[src/rtl/fb_conditioner.sv]
// Feedback input conditioner: synchroniser, deglitch filter, rise-to-rise period meter and loss-of-signal detect.
// Optional saturating glitch counter is built only when FB_GLITCH_CNT_EN is defined.
module fb_conditioner #(
   parameter int FILT_LEN     = 4,
   parameter int NOSIG_CYCLES = 5000,
   parameter int PERIOD_MIN   = 125,
   parameter int PERIOD_MAX   = 1000
) (
   input  logic        clk_50,
   input  logic        rst_n,
   input  logic        fb_u,
   output logic        fb,
   output logic        fb_rise,
   output logic [19:0] period,
   output logic        period_valid,
   output logic        range_err,
   output logic        nosig,
   output logic [7:0]  glitch_cnt
);

   localparam int NW = $clog2(NOSIG_CYCLES + 1);
   localparam logic [19:0] PCNT_MAX = '1;

   logic          s0, s1;
   logic [3:0]    filt_cnt;
   logic [19:0]   pcnt;
   logic [19:0]   next_period;
   logic          armed;
   logic [NW-1:0] ncnt;
   logic          filt_hit, toggle, rise_now;

   assign filt_hit    = (filt_cnt + 4'd1) == 4'(FILT_LEN);
   assign toggle      = (s1 != fb) && filt_hit;
   assign rise_now    = toggle && !fb;
   assign nosig       = (ncnt == NW'(NOSIG_CYCLES));
   // Counter restarts one cycle after the rise, so +1 recovers the true edge-to-edge distance.
   assign next_period = (pcnt == PCNT_MAX) ? PCNT_MAX : pcnt + 20'd1;

   always_ff @(posedge clk_50 or negedge rst_n) begin
      if (!rst_n) begin
         s0 <= 1'b0;
         s1 <= 1'b0;
      end else begin
         s0 <= fb_u;
         s1 <= s0;
      end
   end

   always_ff @(posedge clk_50 or negedge rst_n) begin
      if (!rst_n) begin
         fb       <= 1'b0;
         filt_cnt <= '0;
         fb_rise  <= 1'b0;
      end else begin
         fb_rise <= rise_now;
         if (s1 != fb) begin
            if (filt_hit) begin
               fb       <= ~fb;
               filt_cnt <= '0;
            end else begin
               filt_cnt <= filt_cnt + 4'd1;
            end
         end else begin
            filt_cnt <= '0;
         end
      end
   end

   always_ff @(posedge clk_50 or negedge rst_n) begin
      if (!rst_n) begin
         pcnt         <= '0;
         period       <= '0;
         period_valid <= 1'b0;
         range_err    <= 1'b0;
         armed        <= 1'b0;
      end else begin
         if (fb_rise)
            pcnt <= 20'd1;
         else if (pcnt != PCNT_MAX)
            pcnt <= pcnt + 20'd1;
         period_valid <= rise_now && armed;
         if (rise_now && armed) begin
            period    <= next_period;
            range_err <= (next_period < 20'(PERIOD_MIN)) || (next_period > 20'(PERIOD_MAX));
         end
         if (rise_now)
            armed <= 1'b1;
         else if (nosig)
            armed <= 1'b0;
      end
   end

   // A toggle on the terminal-count cycle still clears, so nosig never glitches high.
   always_ff @(posedge clk_50 or negedge rst_n) begin
      if (!rst_n)
         ncnt <= '0;
      else if (toggle)
         ncnt <= '0;
      else if (!nosig)
         ncnt <= ncnt + NW'(1);
   end

`ifdef FB_GLITCH_CNT_EN
   always_ff @(posedge clk_50 or negedge rst_n) begin
      if (!rst_n)
         glitch_cnt <= '0;
      else if ((s1 == fb) && (filt_cnt != 4'd0) && (glitch_cnt != 8'hFF))
         glitch_cnt <= glitch_cnt + 8'd1;
   end
`else
   assign glitch_cnt = '0;
`endif

endmodule

[config.mk]
export PLATFORM = sky130hd
export DESIGN_NAME = fb_conditioner
export DESIGN_NICKNAME = d
export VERILOG_FILES = /design/src/rtl/fb_conditioner.sv
export SDC_FILE = /design/constraint.sdc
export NUM_CORES = 1
export LEC_CHECK = 0
export CAP_MARGIN = 20
export CORE_UTILIZATION = 56
export CTS_BUF_LIST = sky130_fd_sc_hd__clkbuf_16
export CTS_CLUSTER_DIAMETER = 120
export CTS_CLUSTER_SIZE = 40
export DETAILED_ROUTE_END_ITERATION = 8
export MAX_ROUTING_LAYER = met4
export PLACE_DENSITY = 0.79
export RECOVER_POWER = 100
export SYNTH_ARGS = -nofsm -noshare
export SYNTH_HDL_FRONTEND = slang
export SYNTH_SLANG_ARGS = --single-unit
export TNS_END_PERCENT = 100
[constraint.sdc]
create_clock -name clk_50 -period 2.91 [get_ports clk_50]
set_input_delay 0.582 -clock clk_50 [delete_from_list [all_inputs] [get_ports clk_50]]
set_output_delay 0.582 -clock clk_50 [all_outputs]
set_load 0.005 [all_outputs]
**Yosys cells after proc, flatten, opt, wreduce, memory -nomap -nowiden**

Cells that the tools add are included.

- Logic and storage cells: 40
- Register bits: 64
- Output and inout bits: 33

- Reductions and logical operators: 8
- $add $sub $neg: 3
- Order comparisons: 2
- Muxes and demuxes: 9
- Equal/unequal tests: 6
- Bitwise gates (word level): 1

Operator list:

| kind | count |
|---|---|
| two-way mux 20 bit | 3 |
| two-way mux 13 bit | 2 |
| adder 20 x 1 -> 20 bit, second input constant | 1 |
| == test 20 bit, second input constant | 1 |
| > comparator 20 x 10 -> 1 bit, second input constant | 1 |
| < comparator 20 x 7 -> 1 bit, second input constant | 1 |
| inequality test 20 bit, second input constant | 1 |
| adder 13 x 1 -> 13 bit, second input constant | 1 |
| == test 13 bit, second input constant | 1 |
| two-way mux 4 bit | 2 |
| adder 4 x 1 -> 4 bit, second input constant | 1 |
| == test 4 x 3 -> 1 bit, second input constant | 1 |
| nonzero test 2 bit | 2 |
| logical AND 1 bit | 3 |
| two-way mux 1 bit | 2 |
| inequality test 2 x 1 -> 1 bit, second input constant | 1 |
| AND reduction 2 bit | 1 |
| logical NOT 1 bit | 1 |
| logical OR 1 bit | 1 |
| inequality test 1 bit | 1 |
| inverter 1 bit | 1 |

**Longest topological paths before layout**

- Depth after elaboration: 5
- Gate-level depth with buffers: 9
- Depth with buffers taken out: 9

**Worst setup path before layout**

OpenSTA, ideal clock, no wires.

- Path type: register -> register
- From: reg pcnt[1]
- To: reg range_err
- Required time: 2784 ps
- Data arrival time: 2054 ps
- Setup slack: 730 ps
- Buffers on the path: 1
- Clock period less this slack: 2180 ps
- Cell stages (with the launch flop): 9
- Cell sequence: dfrtp_1 -> ha_1 -> buf_6 -> nand4_2 -> nor4_1 -> mux2i_1 -> and3_1 -> nand4_1 -> o32a_1

- Word-level cells in the longest chain between the ends: 4

RTL lines:

| item | RTL line | RTL |
|---|---|---|
| from (decl) | 26 | `logic [19:0] pcnt;` |
| from (signal assigned) | 80 | `pcnt <= pcnt + 20'd1;` |
| adder 20 x 1 -> 20 bit or == test 20 bit (tied branches) | 37 | `assign next_period = (pcnt == PCNT_MAX) ? PCNT_MAX : pcnt + 20'd1;` |
| two-way mux 20 bit * | 37 |  |
| < comparator 20 x 7 -> 1 bit or > comparator 20 x 10 -> 1 bit (tied branches) | 84 | `range_err <= (next_period < 20'(PERIOD_MIN)) \|\| (next_period > 20'(PERIOD_MAX));` |
| logical OR 1 bit * | 84 |  |
| to (signal assigned) | 84 |  |
| to (decl) | 16 | `output logic range_err,` |

Every way passes the cells marked *; elsewhere a longest branch is shown, timed or not.
A chain may end at the register's enable or synchronous reset.

**Worst setup path after layout**

- From: reg pcnt[0]
- To: reg range_err

The elaborated chain is that of the path after synthesis.

==> reports/results.txt <==
The run finished, with violations left. The checks that failed: max-capacitance violations, max-slew violations. For the finished layout, the period the worst path requires is 2.65 ns. The final standard cell utilization of the core is 68.3%. The run gives 24.0% as the total routing resource utilization after global routing. The count of different cell masters after synthesis was 63; the post-synthesis register bit count was 64. For the global route total overflow, the log shows 0. In the routed design, unresolved DRC markers number 0. The longest clock path from root to sink contains 2 buffers. The effective utilization at floorplan came out at 59.5%. In this run, the clock network consumes 31.8% of the power. Number of buffers inserted by post-CTS setup repair: 0. Sequential cells account for 42.9% of the total power. The data required time of the critical path is 3.12 ns, and the count of H-tree levels built during CTS is 3.

After synthesis, the share of flip-flops with an asynchronous set or reset is 100%. The first-pass GRT wire length was 11100 um; the clock tree skew after final layout was 0.00528 ns. The number of warnings printed during yosys synthesis came out at 0. In this run the mean area of a mapped cell was 9.43 sq um. For the number of cells produced by synthesis, the log shows 356.

After routing, the total negative slack on setup checks comes to 0 ns. The worst setup path is captured at a flop. In this run the worst hold path is classified as flop to flop. The number of hold buffers added after cts was 0; the combined area of all synthesized cells was 0.00336 sq mm.

CTS saw 64 sinks. The number of failing hold endpoints at the final stage is 0. For the worst-case vdd ir drop, the log shows 0.490 mV.

The number of clock buffers added by TritonCTS is 9. The net switching power of the design was 1.05 mW. From left edge to right edge, the die measures 79.4 um. In the post-route analysis, the smallest setup slack over all paths is 0.265 ns. The biggest fanout along the worst timing path works out to 10. Library cell occupying the most area in the post-synthesis netlist: dfrtp_1.

Library cell used as clock root buffer: clkbuf_16. Internal power comes to 1.93 mW. After floorplanning, the core was sized to cover 0.00564 sq mm. For the worst-skew pair, the clock arrives at the later sink with an insertion delay of 0.33 ns.

For the worst setup path, the data arrival time is 2.86 ns. TritonCTS built the clock tree. The tools report the number of optimization iterations in the first detailed-route pass as 5.

The worst setup timing slack at the placement stage is 0.262 ns. The initial antenna violation count is 0. The startpoint of the worst hold path was s0. In this run the remaining antenna-violating nets after routing total 0. The share of the Yosys chip area taken by registers is 47.7%. Summing all non-filler instances in the final layout gives an area of 0.00385 sq mm. The total wire length was 6530 um. Dividing total power by cell area gives a power density of 772 mW/mm^2.

0 antenna diodes ended up in the layout. In the final routed layout, each cell accounts on average for 14.3 um. For the logic gate share of total power, the log shows 25.2%. The design draws 2.97 mW.

Critical path class: flop to flop. For this design the top-level I/O count stands at 36. The clock slew seen by the registers of the worst setup and hold paths is 0.05 ns, and the number of cell rows is 27. Summed over its instances, the top area cell type makes up 47.7% of the synthesized netlist area.

Post-CTS repair changed the size of 0 cells. The count of final setup violators is 0. The detailed router finished its first iteration with 185 violations.

Actual transition at the worst max-transition pin: 1.53 ns. Setup repair after global routing left no endpoint under its margin. Hold is met by 0.350 ns. For the final standard cell count with taps included and fillers excluded, the log shows 458.

The run gives 1 as the count of maximum capacitance violations. The via density per instance works out to 5.59. The wire-length estimate of the detail-placed layout is 4360 um. Among all flip-flop cells after synthesis, the most frequent one is dfrtp_1.

The standard cell area after detailed placement was 0.00361 sq mm; the portion of the clock cycle consumed by the worst path in the final layout was 90.9%. Net switching is 35.2% of the power. The tools report the final-stage net count as 389. Summing over every cut layer, the via total after detailed routing is 2560. Cell count after placement: 442. Worst relative slew slack: -2.04%. For this design the static power due to leakage is 1.79 nW. The tools report the count of final max-slew check failures as 65. The via count of the first global-routing pass was 2394; the top achievable clock speed was 0.378 GHz. The die covers 0.00631 sq mm. The floorplan die height is 79.4 um. Critical path startpoint category: a flop. Entering global routing, the biggest net connects 65 pins. Compared with the post-synthesis result, the final layout area differs by 14.7%.

Yosys attributes the largest share of cell area to dfrtp_1, nor2_1, nand2_1. The congestion estimate from routability-driven global placement came to 0.915. The number of buffers added on ports came out at 27. The worst register-to-register path begins at pcnt[0].

Cells with a size suffix above 1 make up 9.59% of the layout. The number of flops mapped to enable cells by yosys came out at 0. In this run the worst setup path begins at pcnt[0].
## final timing paths
path                              end  slack (ns)  depth (start not counted)
max                         range_err        0.26                          7
min                                s1        0.35                          0
max in group asynchronous  period[18]        1.28                          2
min reg2reg                        s1        0.35                          0
max reg2reg                 range_err        0.26                          7
min in group asynchronous     pcnt[2]        0.72                          2
## routing by layer
| layer | wire length [um] | up-vias | global-route usage [%] |
|---|---|---|---|
| met3 | 237 | 13 | 5.49 |
| met4 | 156 | 0 | 12.4 |
| met5 | 0 | - | - |
| met2 | 3030 | 56 | 35.4 |
| met1 | 3110 | 1228 | 31.0 |
| li1 | - | 1263 | - |
## critical path: stages, from the launching register on
cell and delay [ns]:
dfrtp_1 0.53, ha_1 0.45, nand4_2 0.26, nor4_1 0.39
mux2i_1 0.32, and3_1 0.19, nand4_1 0.09, o32a_1 0.28
## registers in the layout, indices dropped and copies added (netlist names)
name / count
fb: 1
ncnt: 13
s0: 1
filt_cnt: 4
period_valid: 1
armed: 1
fb_rise: 1
s1: 1
range_err: 1
pcnt: 20
period: 20
## synthesized netlist by cell type (3+ instances only)
cell type	number
inv_1	8
o21ai_1	12
buf_6	4
a21oi_1	9
and2_1	5
buf_4	11
nand2_1	42
nand4_1	7
dfrtp_1	64
buf_2	5
nand2b_1	5
clkbuf_1	4
ha_1	5
xnor2_1	13
o21a_1	3
and3_1	4
xor2_1	13
nand3_1	14
nor4_1	3
o21ai_0	11
nor3_1	9
nor2_1	50
## layout by cell type, fill, tap and decap left out, types with 4 or more instances in the layout
cell,instances
nand2b_1,5
nor3_1,10
nand3_1,14
nand2_1,42
clkbuf_2,4
xnor2_1,13
o21ai_0,23
clkbuf_16,9
xor2_1,13
conb_1,8
inv_1,10
dfrtp_1,64
nor2_1,50
and3_1,4
ha_1,5
nand4_1,7
dlygate4sd3_1,24
a21oi_1,9
## area by class of cell
cell class / count / area, sq um
Tap cell: 72 / 90.1
Clock buffer: 9 / 225
Sequential cell: 64 / 1600
Inverter: 10 / 37.5
Timing Repair Buffer: 33 / 297
Clock inverter: 7 / 41.3
Multi-Input combinational cell: 263 / 1560
Fill cell: 451 / 1790
## power by group through the flow
stage | Sequential [mW] | Combinational (mW) | Clock (mW)
CTS | 1.27 | 0.760 | 0.969
finish | 1.28 | 0.750 | 0.947
global placement | 1.27 | 0.723 | 0
detailed placement | 1.28 | 0.759 | 0
global route | 1.30 | 0.848 | 1.01
floorplan | 1.18 | 0.722 | 0
## cell families after synthesis
logic type / after synthesis / share of synthesized area, %
mux: 2 / 0.596
other cells: 1 / 0.112
flops: 64 / 47.7
compound gates: 56 / 10.6
simple gates: 166 / 26.0
buf+inv: 36 / 6.33
xor+xnor: 26 / 6.78
fa+ha+maj: 5 / 1.86
No activity file was read; power rests on OpenSTA's default activity.
